**config.mk**
```make
export PLATFORM = sky130hd
export DESIGN_NAME = vga_timing_ctrl
export DESIGN_NICKNAME = d
export VERILOG_FILES = /design/src/rtl/vga_timing_ctrl.sv
export SDC_FILE = /design/constraint.sdc
export NUM_CORES = 1
export LEC_CHECK = 0
export ABC_AREA = 1
export CORE_MARGIN = 2
export CORE_UTILIZATION = 45
export CTS_CLUSTER_DIAMETER = 80
export DETAILED_ROUTE_END_ITERATION = 10
export PLACE_DENSITY = 0.66
export SETUP_SLACK_MARGIN = 0.1
export SLEW_MARGIN = 20
export SYNTH_ARGS = -nofsm -noshare
export SYNTH_HDL_FRONTEND = slang
export SYNTH_SLANG_ARGS = --single-unit
```
**constraint.sdc**
```tcl
create_clock -name pixel_clk -period 4.2 [get_ports pixel_clk]
set_input_delay 0.84 -clock pixel_clk [delete_from_list [all_inputs] [get_ports pixel_clk]]
set_output_delay 0.84 -clock pixel_clk [all_outputs]
set_load 0.005 [all_outputs]
```
**src/rtl/vga_timing_ctrl.sv**
```systemverilog
// vga_timing_ctrl
//   Programmable VGA timing generator for the pixel clock domain. Produces
//   active-low hsync/vsync, data-enable, pixel coordinates and a pixel fetch
//   request that leads de by one cycle. Timing is held in an active register
//   set. A shadow set takes host writes. The shadow set is copied to the
//   active set only at a frame boundary, or when the timing starts, so a mode
//   change never tears a frame.
//
// Ports
//   pixel_clk, rst_n       clock, synchronous active-low reset
//   enable                 run timing; low forces idle outputs
//   cfg_we/cfg_sel         shadow write strobe; 0 = horizontal, 1 = vertical
//   cfg_act/fp/sync/bp     phase lengths for the selected axis (all nonzero)
//   cfg_pending            shadow written but not yet applied
//   cfg_err                one-cycle pulse after a rejected write
//   hsync, vsync           active-low sync
//   de, x, y               active video and its coordinates
//   pix_req                de of the following cycle
//   line_start/frame_start first cycle of a line / frame
module vga_timing_ctrl #(
    parameter int HOR_ACT   = 640,
    parameter int HOR_FP    = 16,
    parameter int HOR_SYNC  = 96,
    parameter int HOR_BP    = 48,
    parameter int VERT_ACT  = 480,
    parameter int VERT_FP   = 11,
    parameter int VERT_SYNC = 2,
    parameter int VERT_BP   = 31
) (
    input  logic        pixel_clk,
    input  logic        rst_n,
    input  logic        enable,
    input  logic        cfg_we,
    input  logic        cfg_sel,
    input  logic [10:0] cfg_act,
    input  logic [7:0]  cfg_fp,
    input  logic [7:0]  cfg_sync,
    input  logic [7:0]  cfg_bp,
    output logic        cfg_pending,
    output logic        cfg_err,
    output logic        hsync,
    output logic        vsync,
    output logic        de,
    output logic [10:0] x,
    output logic [10:0] y,
    output logic        pix_req,
    output logic        line_start,
    output logic        frame_start
);

    // Phase order is SYNC -> BP -> ACT -> FP -> SYNC, so the next phase is
    // the 2-bit increment of the current one.
    localparam logic [1:0] ST_SYNC = 2'd0;
    localparam logic [1:0] ST_BP   = 2'd1;
    localparam logic [1:0] ST_ACT  = 2'd2;
    localparam logic [1:0] ST_FP   = 2'd3;

    typedef struct packed {
        logic [10:0] act;
        logic [7:0]  fp;
        logic [7:0]  sync;
        logic [7:0]  bp;
    } axis_cfg_t;

    localparam axis_cfg_t H_DEF = '{act: 11'(HOR_ACT), fp: 8'(HOR_FP),
                                    sync: 8'(HOR_SYNC), bp: 8'(HOR_BP)};
    localparam axis_cfg_t V_DEF = '{act: 11'(VERT_ACT), fp: 8'(VERT_FP),
                                    sync: 8'(VERT_SYNC), bp: 8'(VERT_BP)};

    function automatic logic [10:0] phase_len(input logic [1:0] st, input axis_cfg_t c);
        case (st)
            ST_SYNC: phase_len = {3'd0, c.sync};
            ST_BP:   phase_len = {3'd0, c.bp};
            ST_ACT:  phase_len = c.act;
            default: phase_len = {3'd0, c.fp};
        endcase
    endfunction

    axis_cfg_t   h_cfg, v_cfg, sh_h, sh_v, eh, ev;
    logic        run;
    logic [1:0]  h_st, v_st, h_nx, v_nx, n_h_st, n_v_st, la_h_st, la_v_st;
    logic [10:0] h_cnt, v_cnt, n_h_cnt, n_v_cnt;
    logic        wr_ok, eol, eof, apply, n_de, n_pix_req;

    always_comb begin
        wr_ok = cfg_we & (cfg_act != '0) & (cfg_fp != '0) & (cfg_sync != '0) & (cfg_bp != '0);
        eol   = run & (h_st == ST_FP) & (h_cnt == '0);
        eof   = eol & (v_st == ST_FP) & (v_cnt == '0);
        // Shadow goes live on the frame boundary or on the first frame after
        // an enable rise; the phase loads below must already see it.
        apply = enable & cfg_pending & (~run | eof);
        eh    = apply ? sh_h : h_cfg;
        ev    = apply ? sh_v : v_cfg;
        h_nx  = h_st + 2'd1;
        v_nx  = v_st + 2'd1;

        n_h_st  = ST_SYNC;
        n_h_cnt = '0;
        n_v_st  = ST_SYNC;
        n_v_cnt = '0;
        if (enable && !run) begin
            n_h_cnt = {3'd0, eh.sync} - 11'd1;
            n_v_cnt = {3'd0, ev.sync} - 11'd1;
        end else if (enable) begin
            if (h_cnt == '0) begin
                n_h_st  = h_nx;
                n_h_cnt = phase_len(h_nx, eh) - 11'd1;
            end else begin
                n_h_st  = h_st;
                n_h_cnt = h_cnt - 11'd1;
            end
            n_v_st  = v_st;
            n_v_cnt = v_cnt;
            if (eol) begin
                if (v_cnt == '0) begin
                    n_v_st  = v_nx;
                    n_v_cnt = phase_len(v_nx, ev) - 11'd1;
                end else begin
                    n_v_cnt = v_cnt - 11'd1;
                end
            end
        end

        // One more step of lookahead from the next position gives de of the
        // cycle after, so pix_req stays registered yet leads de by one cycle.
        la_h_st = (n_h_cnt == '0) ? n_h_st + 2'd1 : n_h_st;
        la_v_st = ((n_h_st == ST_FP) && (n_h_cnt == '0) && (n_v_cnt == '0)) ? n_v_st + 2'd1 : n_v_st;

        n_de      = enable & (n_h_st == ST_ACT) & (n_v_st == ST_ACT);
        n_pix_req = enable & (la_h_st == ST_ACT) & (la_v_st == ST_ACT);
    end

    always_ff @(posedge pixel_clk) begin
        if (!rst_n) begin
            h_cfg       <= H_DEF;
            v_cfg       <= V_DEF;
            sh_h        <= H_DEF;
            sh_v        <= V_DEF;
            cfg_pending <= 1'b0;
            cfg_err     <= 1'b0;
            run         <= 1'b0;
            h_st        <= ST_SYNC;
            v_st        <= ST_SYNC;
            h_cnt       <= '0;
            v_cnt       <= '0;
            hsync       <= 1'b1;
            vsync       <= 1'b1;
            de          <= 1'b0;
            pix_req     <= 1'b0;
            x           <= '0;
            y           <= '0;
            line_start  <= 1'b0;
            frame_start <= 1'b0;
        end else begin
            run     <= enable;
            h_st    <= n_h_st;
            v_st    <= n_v_st;
            h_cnt   <= n_h_cnt;
            v_cnt   <= n_v_cnt;
            cfg_err <= cfg_we & ~wr_ok;

            // The active set takes the old shadow. A write landing on the same
            // edge only updates the shadow and stays pending.
            if (apply) begin
                h_cfg <= sh_h;
                v_cfg <= sh_v;
            end
            if (wr_ok) begin
                if (cfg_sel) sh_v <= '{act: cfg_act, fp: cfg_fp, sync: cfg_sync, bp: cfg_bp};
                else         sh_h <= '{act: cfg_act, fp: cfg_fp, sync: cfg_sync, bp: cfg_bp};
            end
            if (wr_ok)      cfg_pending <= 1'b1;
            else if (apply) cfg_pending <= 1'b0;

            hsync       <= ~(enable & (n_h_st == ST_SYNC));
            vsync       <= ~(enable & (n_v_st == ST_SYNC));
            de          <= n_de;
            pix_req     <= n_pix_req;
            line_start  <= enable & (~run | eol);
            frame_start <= enable & (~run | eof);

            // Counters run down, so the coordinate is act-1 minus the count.
            if (!enable) begin
                x <= '0;
                y <= '0;
            end else if (n_de) begin
                x <= eh.act - 11'd1 - n_h_cnt;
                y <= ev.act - 11'd1 - n_v_cnt;
            end
        end
    end

endmodule

```
# Yosys cells after proc, flatten, opt, wreduce, memory -nomap -nowiden
# Index checks and enable logic that the tools add are counted.
[op_classes]
addsub = 14
eq_ne = 11
div = 0
n_mul = 0
order_cmp = 0
bitwise_logic = 26
reduce_logical = 20
mux = 29
n_shift = 0
[ops]
columns = ["operator", "n"]
rows = [
  ["two-way mux 11 bit", 14],
  ["two-way mux 35 bit", 2],
  ["case mux 11 bit (3 select lines)", 2],
  ["subtractor 11 x 1 -> 11 bit (second input constant)", 6],
  ["zero test 11 bit", 4],
  ["nonzero test 8 bit", 3],
  ["subtractor 11 bit", 2],
  ["bitwise AND 1 bit", 19],
  ["== test 2 bit (second input constant)", 9],
  ["two-way mux 2 bit", 9],
  ["subtractor 8 x 1 -> 9 bit (second input constant)", 2],
  ["nonzero test 11 bit", 1],
  ["adder 2 x 1 -> 2 bit (second input constant)", 4],
  ["zero test 2 bit", 4],
  ["AND reduction 2 bit", 3],
  ["inverter 1 bit", 5],
  ["== test 2 x 1 -> 1 bit (second input constant)", 2],
  ["logical AND 1 bit", 3],
  ["two-way mux 1 bit", 2],
  ["bitwise OR 1 bit", 2],
  ["nonzero test 2 bit", 1],
  ["zero test 1 bit", 1],
]
[totals]
ram_bits = 0
romBits = 0
in_bits = 40
reg_bits = 197
word_cells = 131
memories = 0
out_inout_bits = 30
latchBits = 0

# Longest topological paths before layout
[depth]
ltp_word = 23
ltp_mapped = 37
mapped_depth_nobuf = 36

# Worst setup path before layout
# OpenSTA, ideal clock, no wires.
[synth_path]
path_kind = "input-to-reg"
start = "in enable"
end = "reg y[10]"
n_path_buf = 2
arrival_time_ps = 4288
setup_time_ps = 110
stages = 32
setup_slack_ps = -198
t_required_ps = 4090
path_cell_list = "clkbuf_1 > nand2_1 > inv_2 > clkbuf_1 > nand3_1 > nand3_1 > nand2_1 > nor2_1 > nor2_1 > nor2_1 > ha_1 > nand3_1 > nor2_2 > nand2_1 > nand3_1 > a21o_1 > inv_1 > ha_1 > nand2_1 > o21ai_0 > a21oi_1 > nor2_1 > nor2_1 > o21bai_1 > nand2_1 > nand2_1 > a21oi_1 > xnor2_1 > xnor2_1 > o21ai_0 > nand2_1 > inv_1"
[synth_between]
elab_chain_len = 14
elab_cells_between_ends = 26
cone_classes = "add/sub: 4; eq/ne: 2; mux: 14; bitwise: 4; reduce/logical: 2"
[synth_rtl]
columns = ["element", "line", "text"]
rows = [
  ["start, declared", "32", "input logic enable,"],
  ["bitwise AND 1 bit (2 in a row)", "91", "apply = enable & cfg_pending & (~run | eof);"],
  ["two-way mux 35 bit", "--", ""],
  ["case mux 11 bit (3 select lines)", "71", "case (st)"],
  ["two-way mux 11 bit", "115", "if (v_cnt == '0) begin"],
  ["two-way mux 11 bit", "114", "if (eol) begin"],
  ["two-way mux 11 bit", "104", "end else if (enable) begin"],
  ["two-way mux 11 bit", "101", "if (enable && !run) begin"],
  ["subtractor 11 x 1 -> 11 bit", "117", "n_v_cnt = phase_len(v_nx, ev) - 11'd1;"],
  ["two-way mux 11 bit", "115", ""],
  ["two-way mux 11 bit", "114", ""],
  ["two-way mux 11 bit", "104", ""],
  ["two-way mux 11 bit", "101", ""],
  ["subtractor 11 bit", "188", "y <= ev.act - 11'd1 - n_v_cnt;"],
  ["end signal, assigned", "188", ""],
  ["end, declared", "45", "output logic [10:0] y,"],
]
# Parallel ways exist; a longest one is shown, timed or not. The select of a mux whose other input is x is not followed.
# A chain may end at the register's enable or synchronous reset.

# Worst setup path in the final report
[layout_path]
start = "reg v_cnt[7]"
end = "reg y[10]"
[layout_between]
elab_chain_len = 16
elab_cells_between_ends = 25
cone_classes = "add/sub: 5; eq/ne: 1; mux: 14; bitwise: 4; reduce/logical: 1"
[layout_rtl]
columns = ["element", "line", "text"]
rows = [
  ["start, declared", "82", "logic [10:0] h_cnt, v_cnt, n_h_cnt, n_v_cnt;"],
  ["start signal, assigned", "159", "v_cnt <= n_v_cnt;"],
  ["zero test 11 bit", "88, 115", ""],
  ["bitwise AND 1 bit", "88", "eof = eol & (v_st == ST_FP) & (v_cnt == '0);"],
  ["bitwise OR 1 bit", "91", ""],
  ["bitwise AND 1 bit", "91", ""],
  ["two-way mux 35 bit", "--", ""],
  ["case mux 11 bit (3 select lines)", "71", ""],
  ["two-way mux 11 bit", "115", ""],
  ["two-way mux 11 bit", "114", ""],
  ["two-way mux 11 bit", "104", ""],
  ["two-way mux 11 bit", "101", ""],
  ["subtractor 11 x 1 -> 11 bit", "117", ""],
  ["two-way mux 11 bit", "115", ""],
  ["two-way mux 11 bit", "114", ""],
  ["two-way mux 11 bit", "104", ""],
  ["two-way mux 11 bit", "101", ""],
  ["subtractor 11 bit", "188", ""],
]
# Parallel ways exist; a longest one is shown, timed or not. The select of a mux whose other input is x is not followed.

==> impl_metrics.csv <==
group,metric,value,unit
outcome,status,"finished with violations",
outcome,violations,"setup timing",
cts,htree_levels,4,
route,drt_wl_total,33.4,mm
global_routing,overflow,0,
route,via_count,11100,
worst_setup_path,cp_max_fo,7,
timing,finalSetupTns,-397,ps
worst_setup_path,worst_setup_path_end_kind,"flip-flop",
job,max_cap_violations,0,
logic_synthesis,synth_area_leaders,"dfxtp_1 (38%), nand2_1 (13%), inv_1 (8.3%)",
floorplan,die-area,0.0243,sq mm
floorplan,io_pins,70,
logic_synthesis,ys_seq_elements,197,
timing,drv_slew,0,
placement,gp_congestion,0.917,
logic_synthesis,ys_warn_count,0,
logic_synthesis,synth_flop_cell,"dfxtp_1",
min_path,hold_path_class,"reg2reg",
logic_synthesis,async_flop_share,0,
min_path,hp-start,"x[0]",
logic_synthesis,synth_edf_count,0,
worst_setup_path,arrival,4750,ps
global_routing,grt.total_usage,0.277,
worst_setup_path,cp-start-kind,"flip-flop",
power_and_ir_drop,ir_drop,310,uV
cts,cts_root_buf,"clkbuf_16",
route,routedWlPerCell,15.4,um
power_and_ir_drop,powerDensity,360,mW/mm^2
floorplan,core-area,0.0226,sq mm
final_layout,nets,1943,
worst_setup_path,critPathKind,"reg2reg",
worst_setup_path,cpMostUsedCell,"nand2_1",
timing,worst_pin_slew,937,ps
route,vias_per_cell,5.12,
logic_synthesis,syn_nets,1659,
worst_setup_path,cp_slowest_cell,"dfxtp_1",
logic_synthesis,yosysUniqueCellTypes,42,
timing,relSlewSlack,0.375,
cts,clk-insertion-delay-late,460,ps
logic_synthesis,synth_top_cell_by_area,"dfxtp_1",
route,ant_nets,0,
floorplan,fp.dieH,156,um
global_routing,grt_pass1_wl,52.8,mm
floorplan,initial_core_util,0.459,
worst_setup_path,cp.required,4550,ps
timing,fin_ws,-198,ps
final_layout,areaGrowthSynthToFinish,38.5,%
floorplan,std_cell_rows,55,
global_routing,antenna_found_initial,0,
logic_synthesis,synth_top_cell_area_share,0.379,
cts,cts_max_path_buffers,2,
cts,cts_tree,"yes",
placement,port_buffers,69,
worst_setup_path,cp_slowest_stage_delay,340,ps
logic_synthesis,netlist_area,0.0104,sq mm
timing,finalSetupViolCount,4,
worst_setup_path,timing.rr.start,"v_cnt[7]",
route,first_pass_iters,5,
logic_synthesis,syn_area_per_cell,6.59,sq um
final_layout,layout-drive-gt1-share,0.223,
logic_synthesis,synth.most_common_cell,"nand2_1",
cts,clock_sinks,197,
timing,clock_skew,18.4,ps
placement,dpl_worst_slack,-722,ps
timing,max_freq,227,MHz
cts,path_clk_slew,80,ps
route,drc_errors,0,
timing,fin_crit_sh,1.05,
floorplan,fp.dieW,156,um
final_layout,diodes,0,
timing,period_needed,4400,ps
timing,rsz0062_at_grt,"true",
timing,finalHoldViolCount,0,
route,drt-initial-drc-count,914,
logic_synthesis,yosysSeqAreaShare,0.379,
global_routing,grt_max_degree,89,
placement,hpwl,23.8,mm
cts,hold_buffers,0,
global_routing,grt_pass1_vias,10600,
logic_synthesis,netlist_top_cells_count,"nand2_1 (356), inv_1 (229), nor2_1 (227)",
power_and_ir_drop,total_leakage_power,7.11,nW
cts,cts_inserted_buffers,17,
worst_setup_path,startpoint,"v_cnt[7]",
logic_synthesis,synthCells,1579,
[layout make-up]
type | instances | area (sq um)
Clock buffer | 17 | 425
Clock inverter | 15 | 216
Fill cell | 1983 | 8240
Inverter | 248 | 933
Multi-Input combinational cell | 1067 | 5670
Sequential cell | 197 | 3950
Tap cell | 285 | 357
Timing Repair Buffer | 332 | 2850
[through the flow]
stage	std cells	total power [W]	hold WS [ps]	utilization	area, sq um
global placement	2101	0.00324	437	0.576	13000
floorplan	1579	0.00270	420	-	10500
finish	2161	0.00518	450	0.636	14400
CTS	2149	0.00510	452	0.622	14100
detailed placement	2101	0.00325	439	0.576	13000
global route	2161	0.00543	471	0.636	14400
[where the power goes]
| part | leakage, nW | internal (W) | total (W) | switching, W |
|---|---|---|---|---|
| clock network | 0.310 | 0.000848 | 0.00178 | 0.000936 |
| logic | 5.19 | 0.000648 | 0.00140 | 0.000748 |
| registers | 1.61 | 0.00196 | 0.00200 | 0.0000392 |
| total | 7.11 | 0.00345 | 0.00518 | 0.00172 |
[state kept, by name (all words and copies together) (netlist names), 2 cells and up]
name,count
v_cfg,35
h_cnt,11
x,11
y,11
h_st,2
sh_h,35
h_cfg,35
v_st,2
sh_v,35
v_cnt,11
[repair_timing]
item / in CTS / in global routing
gates resized for setup: 40 / 59
pin swaps: 20 / 28
buffers inserted: 11 / 11
hold endpoints to repair: 0 / 0
cloned: 5 / 1
setup endpoints to repair: 9 / 14
[cell usage in the layout (no fill, tap or decap), drive strengths merged, types with 2 or more instances in the layout]
cell | synthesis | layout
o211ai | 13 | 13
clkbuf | 49 | 18
o22ai | 2 | 2
o21ai | 111 | 111
or2 | 3 | 3
clkdlybuf4s50 | 0 | 67
nand3b | 20 | 20
mux2i | 2 | 2
a211oi | 2 | 2
xor2 | 18 | 18
nor3 | 5 | 5
clkinv | 6 | 9
ha | 38 | 38
nor2 | 234 | 234
nand3 | 141 | 141
dfxtp | 197 | 197
nor4 | 9 | 9
xnor2 | 10 | 10
nand2 | 357 | 359
fa | 2 | 2
nand4 | 9 | 9
a21oi | 73 | 73
o21bai | 8 | 8
bufbuf | 0 | 2
buf | 20 | 261
inv | 242 | 254
[cells by family (layout without fill, tap and decap cells)]
| logic type | Yosys count | after routing | synth area share |
|---|---|---|---|
| muxes | 2 | 2 | 0.00192 |
| buffers and inverters | 317 | 612 | 0.118 |
| DFF | 197 | 197 | 0.379 |
| xor gates and xnor gates | 28 | 28 | 0.0236 |
| and+or+nand+nor | 779 | 781 | 0.314 |
| AOI/OAI and AO/OA | 216 | 216 | 0.114 |
| adders and majority gates | 40 | 40 | 0.0496 |
[layer usage]
metal / GRT usage / vias to the layer above / share of wire / wire length [um]
li1: - / 5549 / - / -
met1: 0.336 / 5098 / 0.42 / 13900
met2: 0.490 / 308 / 0.50 / 16500
met3: 0.0369 / 99 / 0.042 / 1420
met4: 0.126 / 0 / 0.045 / 1490
met5: 0 / - / 0 / 0
[worst max-delay path, delay by kind of cell (launching register included)]
| family | cells | cell delay (ps) |
|---|---|---|
| AOI/OAI and AO/OA | 6 | 750 |
| xor gates and xnor gates | 2 | 290 |
| adders and majority gates | 2 | 500 |
| buffers and inverters | 5 | 480 |
| DFF | 1 | 340 |
| and+or+nand+nor | 20 | 1930 |
[final timing paths]
path,endpoint,slack (ps),depth (start not counted)
worst max-delay path,y[10],-200,35
worst min-delay path,x[0],450,2
worst max register to register,y[10],-200,35
worst min register to register,x[0],450,2
(Power assumes the default switching activity.)
